===== config.mk =====
export PLATFORM = sky130hd
export DESIGN_NAME = rv32v_strided_mem_sequencer_flat
export DESIGN_NICKNAME = d
export VERILOG_FILES = /design/src/rtl/rv32v_strided_mem_sequencer_if.sv /design/src/rtl/rv32v_strided_mem_sequencer.sv /design/src/flat_wrapper.sv
export SDC_FILE = /design/constraint.sdc
export NUM_CORES = 1
export LEC_CHECK = 0
export CAP_MARGIN = 20
export CORE_UTILIZATION = 40
export DETAILED_ROUTE_END_ITERATION = 8
export MAX_ROUTING_LAYER = met4
export PLACE_DENSITY_LB_ADDON = 0.1
export SYNTH_ARGS = -nofsm -noshare
export SYNTH_HDL_FRONTEND = slang
export SYNTH_SLANG_ARGS = --single-unit

===== constraint.sdc =====
create_clock -name clk -period 6.05 [get_ports clk]
set_input_delay 0.9075 -clock clk [delete_from_list [all_inputs] [get_ports clk]]
set_output_delay 0.9075 -clock clk [all_outputs]
set_load 0.05 [all_outputs]

===== src/rtl/rv32v_strided_mem_sequencer_if.sv =====
// Bundle between the EX/MEM vector register, the load-store controller and the writeback crossbar.
// The master modport is the sequencer's view.
`timescale 1ns/1ps
interface rv32v_strided_mem_sequencer_if #(
  parameter int NUM_LANES = 4,
  parameter int ADDR_W    = 32,
  parameter int DATA_W    = 32
);
  localparam int LANE_W = $clog2(NUM_LANES);

  logic                        start;
  logic                        is_store;
  logic [1:0]                  mode;
  logic [1:0]                  eew;
  logic [ADDR_W-1:0]           base_addr;
  logic [ADDR_W-1:0]           stride;
  logic [NUM_LANES*ADDR_W-1:0] index;
  logic [NUM_LANES*DATA_W-1:0] store_data;
  logic [NUM_LANES-1:0]        lane_mask;
  logic                        flush;
  logic                        lsc_ready;
  logic                        lsc_error;
  logic [DATA_W-1:0]           lsc_rdata;
  logic                        lsc_ren;
  logic                        lsc_wen;
  logic [ADDR_W-1:0]           lsc_addr;
  logic [DATA_W-1:0]           lsc_wdata;
  logic [1:0]                  lsc_load_type;
  logic [NUM_LANES-1:0]        lane_wen;
  logic [DATA_W-1:0]           lane_data;
  logic                        busy;
  logic                        done;
  logic                        fault;
  logic                        fault_mal;
  logic [LANE_W-1:0]           fault_lane;
  logic [ADDR_W-1:0]           fault_addr;

  modport master (
    input  start, is_store, mode, eew, base_addr, stride, index, store_data, lane_mask, flush,
           lsc_ready, lsc_error, lsc_rdata,
    output lsc_ren, lsc_wen, lsc_addr, lsc_wdata, lsc_load_type, lane_wen, lane_data,
           busy, done, fault, fault_mal, fault_lane, fault_addr
  );

  modport slave (
    output start, is_store, mode, eew, base_addr, stride, index, store_data, lane_mask, flush,
           lsc_ready, lsc_error, lsc_rdata,
    input  lsc_ren, lsc_wen, lsc_addr, lsc_wdata, lsc_load_type, lane_wen, lane_data,
           busy, done, fault, fault_mal, fault_lane, fault_addr
  );
endinterface


===== src/rtl/rv32v_strided_mem_sequencer.sv =====
// Vector memory-op sequencer: walks the active lanes of a unit/strided/indexed access and issues
// one scalar LSC request per element, aborting on misalignment, bus error or flush.
`timescale 1ns/1ps
module rv32v_strided_mem_sequencer #(
  parameter int NUM_LANES   = 4,
  parameter int ADDR_W      = 32,
  parameter int DATA_W      = 32,
  parameter int SKIP_MASKED = 1
) (
  input logic clk,
  input logic rst,
  rv32v_strided_mem_sequencer_if.master bus
);
  localparam int LANE_W = $clog2(NUM_LANES);

  typedef enum logic [2:0] {
    ST_IDLE  = 3'd0,
    ST_REQ   = 3'd1,
    ST_SKIP  = 3'd2,
    ST_DONE  = 3'd3,
    ST_FAULT = 3'd4
  } state_t;

  state_t                      state_r, state_nxt_s;
  logic                        is_store_r;
  logic [1:0]                  mode_r, eew_r;
  logic [ADDR_W-1:0]           base_r, stride_r;
  logic [NUM_LANES*ADDR_W-1:0] index_r;
  logic [NUM_LANES*DATA_W-1:0] wdata_r;
  logic [NUM_LANES-1:0]        mask_r;
  logic [LANE_W-1:0]           cur_r;
  logic                        fault_mal_r;
  logic [LANE_W-1:0]           fault_lane_r;
  logic [ADDR_W-1:0]           fault_addr_r;

  logic [1:0]                  size_s;
  logic [ADDR_W-1:0]           addr_s;
  logic                        mis_s;
  logic [NUM_LANES-1:0]        rem_s;
  logic                        last_s;
  logic [LANE_W-1:0]           step_s;
  logic                        accept_s, advance_s, fault_set_s, req_s;

  function automatic logic [LANE_W-1:0] first_active(input logic [NUM_LANES-1:0] m);
    logic [LANE_W-1:0] r;
    r = '0;
    for (int i = NUM_LANES - 1; i >= 0; i--) begin
      if (m[i]) r = LANE_W'(i);
    end
    return r;
  endfunction

  function automatic logic [NUM_LANES-1:0] lanes_above(input logic [LANE_W-1:0] c);
    logic [NUM_LANES-1:0] r;
    for (int i = 0; i < NUM_LANES; i++) r[i] = (i > int'(c));
    return r;
  endfunction

  // Element address, alignment check and lane-walk bookkeeping
  always_comb begin
    size_s = (eew_r == 2'd3) ? 2'd2 : eew_r;
    case (mode_r)
      2'd1:    addr_s = base_r + ADDR_W'(cur_r) * stride_r;
      2'd2:    addr_s = base_r + index_r[cur_r*ADDR_W +: ADDR_W];
      default: addr_s = base_r + (ADDR_W'(cur_r) << size_s);
    endcase
    case (size_s)
      2'd1:    mis_s = addr_s[0];
      2'd2:    mis_s = |addr_s[1:0];
      default: mis_s = 1'b0;
    endcase
    rem_s  = mask_r & lanes_above(cur_r);
    last_s = (rem_s == '0);
    // Without skipping, masked lanes are visited one by one through SKIP
    step_s = (SKIP_MASKED != 0) ? first_active(rem_s) : cur_r + LANE_W'(1);
    accept_s    = (state_r == ST_IDLE) && bus.start && !bus.flush;
    advance_s   = !bus.flush && !last_s &&
                  (((state_r == ST_REQ) && !mis_s && bus.lsc_ready && !bus.lsc_error) ||
                   (state_r == ST_SKIP));
    fault_set_s = (state_r == ST_REQ) && !bus.flush &&
                  (mis_s || (bus.lsc_ready && bus.lsc_error));
  end

  // State register
  always_ff @(posedge clk) begin
    if (rst) state_r <= ST_IDLE;
    else     state_r <= state_nxt_s;
  end

  // Next-state logic; flush overrides everything
  always_comb begin
    state_nxt_s = state_r;
    if (bus.flush) begin
      state_nxt_s = ST_IDLE;
    end else begin
      case (state_r)
        ST_IDLE: begin
          if (bus.start) state_nxt_s = (bus.lane_mask == '0) ? ST_DONE : ST_REQ;
          else           state_nxt_s = ST_IDLE;
        end
        ST_REQ: begin
          if (mis_s || (bus.lsc_ready && bus.lsc_error)) state_nxt_s = ST_FAULT;
          else if (bus.lsc_ready)
            state_nxt_s = last_s ? ST_DONE : (mask_r[step_s] ? ST_REQ : ST_SKIP);
          else state_nxt_s = ST_REQ;
        end
        ST_SKIP:  state_nxt_s = last_s ? ST_DONE : (mask_r[step_s] ? ST_REQ : ST_SKIP);
        ST_DONE:  state_nxt_s = ST_IDLE;
        ST_FAULT: state_nxt_s = ST_IDLE;
        default:  state_nxt_s = ST_IDLE;
      endcase
    end
  end

  // Operand latch on an accepted start, lane cursor advance
  always_ff @(posedge clk) begin
    if (rst) begin
      is_store_r <= 1'b0;
      mode_r     <= 2'd0;
      eew_r      <= 2'd0;
      base_r     <= '0;
      stride_r   <= '0;
      index_r    <= '0;
      wdata_r    <= '0;
      mask_r     <= '0;
      cur_r      <= '0;
    end else if (accept_s) begin
      is_store_r <= bus.is_store;
      mode_r     <= bus.mode;
      eew_r      <= bus.eew;
      base_r     <= bus.base_addr;
      stride_r   <= bus.stride;
      index_r    <= bus.index;
      wdata_r    <= bus.store_data;
      mask_r     <= bus.lane_mask;
      cur_r      <= first_active(bus.lane_mask);
    end else if (advance_s) begin
      cur_r      <= step_s;
    end
  end

  // Fault cause/lane/address: captured on entry to FAULT, held until the next start
  always_ff @(posedge clk) begin
    if (rst || accept_s) begin
      fault_mal_r  <= 1'b0;
      fault_lane_r <= '0;
      fault_addr_r <= '0;
    end else if (fault_set_s) begin
      fault_mal_r  <= mis_s;
      fault_lane_r <= cur_r;
      fault_addr_r <= addr_s;
    end
  end

  // Output decode
  always_comb begin
    req_s             = (state_r == ST_REQ) && !mis_s && !bus.flush;
    bus.lsc_ren       = req_s && !is_store_r;
    bus.lsc_wen       = req_s && is_store_r;
    bus.lsc_addr      = req_s ? addr_s : '0;
    bus.lsc_wdata     = (req_s && is_store_r) ? wdata_r[cur_r*DATA_W +: DATA_W] : '0;
    bus.lsc_load_type = req_s ? eew_r : 2'd0;
    bus.lane_wen      = '0;
    bus.lane_data     = '0;
    if (bus.lsc_ren && bus.lsc_ready && !bus.lsc_error) begin
      bus.lane_wen[cur_r] = 1'b1;
      bus.lane_data       = bus.lsc_rdata;
    end else begin
      bus.lane_wen        = '0;
    end
    case (state_r)
      ST_IDLE:  bus.busy = bus.start && !bus.flush;
      ST_REQ:   bus.busy = 1'b1;
      ST_SKIP:  bus.busy = 1'b1;
      ST_FAULT: bus.busy = 1'b1;
      default:  bus.busy = 1'b0;
    endcase
    bus.done       = (state_r == ST_DONE) && !bus.flush;
    bus.fault      = (state_r == ST_FAULT) && !bus.flush;
    bus.fault_mal  = fault_mal_r;
    bus.fault_lane = fault_lane_r;
    bus.fault_addr = fault_addr_r;
  end
endmodule


===== src/flat_wrapper.sv =====
// flat-port wrapper written by rule: the top's interface ports become plain ports
module rv32v_strided_mem_sequencer_flat 
#(
  parameter int NUM_LANES   = 4,
  parameter int ADDR_W      = 32,
  parameter int DATA_W      = 32,
  parameter int SKIP_MASKED = 1
)
  (clk, rst, bus_start, bus_is_store, bus_mode, bus_eew, bus_base_addr, bus_stride, bus_index, bus_store_data, bus_lane_mask, bus_flush, bus_lsc_ready, bus_lsc_error, bus_lsc_rdata, bus_lsc_ren, bus_lsc_wen, bus_lsc_addr, bus_lsc_wdata, bus_lsc_load_type, bus_lane_wen, bus_lane_data, bus_busy, bus_done, bus_fault, bus_fault_mal, bus_fault_lane, bus_fault_addr);
  rv32v_strided_mem_sequencer_if #(.NUM_LANES(NUM_LANES), .ADDR_W(ADDR_W), .DATA_W(DATA_W)) bus_i ();
  input logic clk;
  input logic rst;
  input wire logic [$bits(bus_i.start)-1:0] bus_start;
  input wire logic [$bits(bus_i.is_store)-1:0] bus_is_store;
  input wire logic [$bits(bus_i.mode)-1:0] bus_mode;
  input wire logic [$bits(bus_i.eew)-1:0] bus_eew;
  input wire logic [$bits(bus_i.base_addr)-1:0] bus_base_addr;
  input wire logic [$bits(bus_i.stride)-1:0] bus_stride;
  input wire logic [$bits(bus_i.index)-1:0] bus_index;
  input wire logic [$bits(bus_i.store_data)-1:0] bus_store_data;
  input wire logic [$bits(bus_i.lane_mask)-1:0] bus_lane_mask;
  input wire logic [$bits(bus_i.flush)-1:0] bus_flush;
  input wire logic [$bits(bus_i.lsc_ready)-1:0] bus_lsc_ready;
  input wire logic [$bits(bus_i.lsc_error)-1:0] bus_lsc_error;
  input wire logic [$bits(bus_i.lsc_rdata)-1:0] bus_lsc_rdata;
  output wire logic [$bits(bus_i.lsc_ren)-1:0] bus_lsc_ren;
  output wire logic [$bits(bus_i.lsc_wen)-1:0] bus_lsc_wen;
  output wire logic [$bits(bus_i.lsc_addr)-1:0] bus_lsc_addr;
  output wire logic [$bits(bus_i.lsc_wdata)-1:0] bus_lsc_wdata;
  output wire logic [$bits(bus_i.lsc_load_type)-1:0] bus_lsc_load_type;
  output wire logic [$bits(bus_i.lane_wen)-1:0] bus_lane_wen;
  output wire logic [$bits(bus_i.lane_data)-1:0] bus_lane_data;
  output wire logic [$bits(bus_i.busy)-1:0] bus_busy;
  output wire logic [$bits(bus_i.done)-1:0] bus_done;
  output wire logic [$bits(bus_i.fault)-1:0] bus_fault;
  output wire logic [$bits(bus_i.fault_mal)-1:0] bus_fault_mal;
  output wire logic [$bits(bus_i.fault_lane)-1:0] bus_fault_lane;
  output wire logic [$bits(bus_i.fault_addr)-1:0] bus_fault_addr;
  assign bus_i.start = bus_start;
  assign bus_i.is_store = bus_is_store;
  assign bus_i.mode = bus_mode;
  assign bus_i.eew = bus_eew;
  assign bus_i.base_addr = bus_base_addr;
  assign bus_i.stride = bus_stride;
  assign bus_i.index = bus_index;
  assign bus_i.store_data = bus_store_data;
  assign bus_i.lane_mask = bus_lane_mask;
  assign bus_i.flush = bus_flush;
  assign bus_i.lsc_ready = bus_lsc_ready;
  assign bus_i.lsc_error = bus_lsc_error;
  assign bus_i.lsc_rdata = bus_lsc_rdata;
  assign bus_lsc_ren = bus_i.lsc_ren;
  assign bus_lsc_wen = bus_i.lsc_wen;
  assign bus_lsc_addr = bus_i.lsc_addr;
  assign bus_lsc_wdata = bus_i.lsc_wdata;
  assign bus_lsc_load_type = bus_i.lsc_load_type;
  assign bus_lane_wen = bus_i.lane_wen;
  assign bus_lane_data = bus_i.lane_data;
  assign bus_busy = bus_i.busy;
  assign bus_done = bus_i.done;
  assign bus_fault = bus_i.fault;
  assign bus_fault_mal = bus_i.fault_mal;
  assign bus_fault_lane = bus_i.fault_lane;
  assign bus_fault_addr = bus_i.fault_addr;
  rv32v_strided_mem_sequencer #(.NUM_LANES(NUM_LANES), .ADDR_W(ADDR_W), .DATA_W(DATA_W), .SKIP_MASKED(SKIP_MASKED)) u_core (.clk(clk), .rst(rst), .bus(bus_i));
endmodule

==> results of run 1 <==
[state kept, by name, summed over array words and instances (netlist names)]
signal and flops:
u_core.wdata_r 128, u_core.mode_r 2, u_core.cur_r 2, u_core.bus.fault_addr 32, u_core.stride_r 32, u_core.base_r 32
u_core.bus.fault_mal 1, u_core.eew_r 2, u_core.bus.fault_lane 2, u_core.state_r 3, u_core.index_r 128, u_core.mask_r 3
u_core.is_store_r 1
[timing repair]
action                     CTS  global route
setup endpoints to repair    5            14
gates resized for setup      5             9
pin swaps                    0             0
hold buffers                 0             0
buffers inserted             0             1
gates cloned                 0             0
[worst register-to-register path, cell delays in order (launching register included)]
cell and delay, ps:
dfxtp_4 360, buf_6 310, nand2_1 140, fa_1 570, inv_1 60, ha_1 280, a211oi_1 320, o21ai_1 210
a2111oi_1 600, o31ai_2 230, a21oi_1 260, xnor2_1 100, a2bb2oi_1 240, and3_1 310, nor2_1 70
[cells by family (layout without fill, tap and decap cells)]
| logic type | after synthesis | count (layout) | share of synthesized area, % |
|---|---|---|---|
| buffers and inverters | 294 | 714 | 5.658 |
| other | 0 | 16 | 0 |
| flip-flops | 368 | 368 | 36.81 |
| multiplexers | 75 | 75 | 7.771 |
| AO/OA/AOI/OAI | 611 | 611 | 17.50 |
| AND/OR/NAND/NOR | 1091 | 1091 | 22.87 |
| XOR/XNOR | 52 | 52 | 2.313 |
| adder cells (fa/ha/maj) | 94 | 94 | 7.077 |
[cell type report]
| type | instances | area (sq um) | share of cell area (%) |
|---|---|---|---|
| multi-input combinational | 1923 | 11600 | 41.40 |
| sequential | 368 | 7375 | 26.31 |
| timing repair buffer | 533 | 6407 | 22.86 |
| clock buffer | 61 | 1192 | 4.254 |
| tap | 664 | 830.8 | 2.964 |
| inverter | 109 | 409.1 | 1.460 |
| clock inverter | 11 | 172.7 | 0.6160 |
| antenna | 16 | 40.04 | 0.1428 |
[stage by stage]
step / util (%) / total power [mW] / worst slack [ps] / hold slack (ps) / setup TNS [ps]
CTS: 56.80 / 6.046 / -6.853 / 451.1 / -6.853
detailed placement: 53.98 / 3.524 / 494.1 / 443.1 / 0
global placement: 53.98 / 3.509 / 563.3 / 438.3 / 0
floorplan: - / 3.083 / 260.3 / 433.1 / 0
global route: 57.03 / 6.240 / 34.13 / 466.1 / 0
finish: 57.03 / 5.995 / 229.3 / 450.4 / 0
[power breakdown]
group	switching [mW]	internal [mW]
Sequential	0.0788	2.53
Clock	1.05	1.46
Combinational	0.450	0.419
[routing by layer]
metal	track usage, %	vias up	wire [um]
li1	-	9480	-
met5	-	-	0
met1	37.92	9338	32060
met4	7.856	0	1584
met3	5.894	84	5265
met2	43.20	630	32220
[cell usage after synthesis, types with 3 or more instances]
library cell	count	area share [%]
a211oi_1	27	1.0
a21o_1	27	1.0
a21oi_1	412	10
a31oi_1	8	0.25
and2_1	37	1.2
and3_1	70	2.2
buf_1	14	0.26
buf_2	8	0.20
clkbuf_1	160	3.0
dfxtp_1	368	37
fa_1	32	3.2
ha_1	62	3.9
inv_1	109	2.0
mux2i_1	10	0.50
mux4_2	64	7.2
nand2_1	787	15
nand2b_1	7	0.22
nand3_1	18	0.45
nand4_1	11	0.34
nor2_1	108	2.0
nor2b_1	12	0.38
nor3_1	19	0.48
nor3b_1	3	0.11
o211ai_1	4	0.15
o21a_1	9	0.34
o21ai_0	61	1.5
o21ai_1	7	0.18
o21bai_1	8	0.30
o22ai_1	4	0.13
o31ai_1	5	0.19
o31ai_2	4	0.25
or3_1	3	0.094
xnor2_1	31	1.4
xor2_1	20	0.88
[cell usage in the layout (no fill, tap or decap), types with 12 or more instances in the layout]
master           Yosys  layout
clkdlybuf4s50_1      0     403
mux4_2              64      64
xor2_1              20      20
clkbuf_16            0      42
buf_12               0     109
clkbuf_1           160      12
diode_2              0      16
a21o_1              27      27
dfxtp_1            368     366
a21oi_1            412     411
fa_1                32      32
nand2_1            787     786
and3_1              70      70
xnor2_1             31      31
a211oi_1            27      24
nor3_1              19      15
o21ai_0             61      61
nand3_1             18      17
nor2_1             108     108
and2_1              37      37
inv_1              109     109
buf_4                1      15
ha_1                62      62
[how the worst max path moves through the flow]
stage | startpoint | to | slack (ps) | cells after the start
global route | u_core.cur_r[0] | bus_lsc_addr[31] | 30 | 14
floorplan | u_core.cur_r[0] | bus_lsc_addr[27] | 260 | 16
global placement | u_core.cur_r[1] | bus_lane_wen[0] | 560 | 18
CTS | u_core.cur_r[1] | bus_lane_wen[0] | -7 | 18
detailed placement | u_core.cur_r[1] | bus_lane_wen[0] | 490 | 18
finish | u_core.cur_r[0] | bus_lsc_addr[31] | 230 | 14
==> flow_summary.toml, run 1 <==
[status]
status = "finished clean"

[logic_synthesis]
synth_warnings = 0
synthArstFlopShare_pct = 0
synth_edf_count = 0
ys_seq_elements = 368
syn_nets = 3046
syn_avg_cell_area_sq_um = 7.742
synth.cell_area_sq_mm = 0.02001
ys.flop_type = "dfxtp_1"
synth_cells = 2585
yosysSeqAreaShare_pct = 36.81
synth.distinct_cells = 77

[route]
detail_route.wl_per_cell_um = 19.30
drc = 0
ant_nets = 0
initialDrtViolationCount = 1314
firstDrtPassIters = 5
num_vias = 19530
finalWirelength_mm = 71.13
viasPerCell = 5.300

[clocking]
cts-root-buf = "clkbuf_16"
clockBufferDepth = 3
cts.sinks = 368
path_clk_slew_ps = 60
cts-buffers-inserted = 42
htreeDepth = 2
clkLatencyLatePin_ps = 600
cts_tree = "done"

[setup_path]
path_cells = "buf_6, mux4_2, and2_1, ha_1, nand4_2, nor2_1, o2111a_1, or4_4, a21oi_2, o311ai_2, xnor2_2, a32o_1, nor3_2, buf_12"
cp-start-kind = "flop"
rr_endpoint = "u_core.bus.fault_addr[26]"
max_stage_delay_ps = 560
rr_startpoint = "u_core.cur_r[0]"
cp_top_family = "simple AND/OR/NAND/NOR gates"
cp-end-kind = "output pin"
r2r_cells = 14
crit_fanout = 21
reg2reg_setup_slack_ps = 1820
required_ps = 5140
worstSetupPathType = "flop to output pin"
worstPathArrival_ps = 4910
path_buf_inv = 2
slowest_stage = "ha_1"

[layout]
layout.nets = 3438
fillCellCount = 4553
drive_gt1_share_pct = 9.884
instances_no_fill = 3685
syn_to_final_growth_pct = 40.07
finalInstanceArea_sq_mm = 0.02803

[sta]
fin_worst_skew_ps = 52.22
finalCritPeriodShare_pct = 96.21
rsz0062_at_grt = "no"
slew_headroom_pct = 25.75
min_period_ps = 5821
worst_pin_slew_ps = 1114
final_max_slew_viol_count = 0
hold_violations = 0
fmax_mhz = 171.8
setup_violations = 0

[grt]
grt_max_degree = 223
overflow = 0
grt_usage_pct = 28.34
antenna_found_initial = 16
grt_pass1_wl_mm = 108.2
grt_pass1_vias = 18910

[place]
placed_cell_area_sq_mm = 0.02653
routabilityCongestion = 0.9255
numPortBuffers = 508
dp.cells = 3595
hpwl_mm = 53.34

[floorplan]
core_region_area_sq_mm = 0.04915
fp-row-count = 81
pin_count = 509
start_util_pct = 40.72
die_h_um = 225.7
die-area_sq_mm = 0.05093
fp.dieW_um = 225.7

[min_path]
hold_path_class = "flop to flop"
hp-start = "u_core.wdata_r[69]"
hold_end = "u_core.wdata_r[69]"
holdPathStages = 2

[job]
cap_viol_max_count = 0

[power_and_ir_drop]
p_leak_nw = 10.81
ir_worst_vdd_uv = 168.9
p_per_area_mw_per_mm2 = 213.9
Note: power is estimated with default switching activity, not from simulation.
==> run 2, diff against run 1 <==
--- a/config.mk
+++ b/config.mk
@@ -5,6 +5,7 @@
 export SDC_FILE = /design/constraint.sdc
 export NUM_CORES = 1
 export LEC_CHECK = 0
+export ABC_CLOCK_PERIOD_IN_PS = 6050
 export CAP_MARGIN = 20
 export CORE_UTILIZATION = 40
 export DETAILED_ROUTE_END_ITERATION = 8
==> results of run 2 <==
No change in the layout: final DEF, timing and power equal those of run 1.
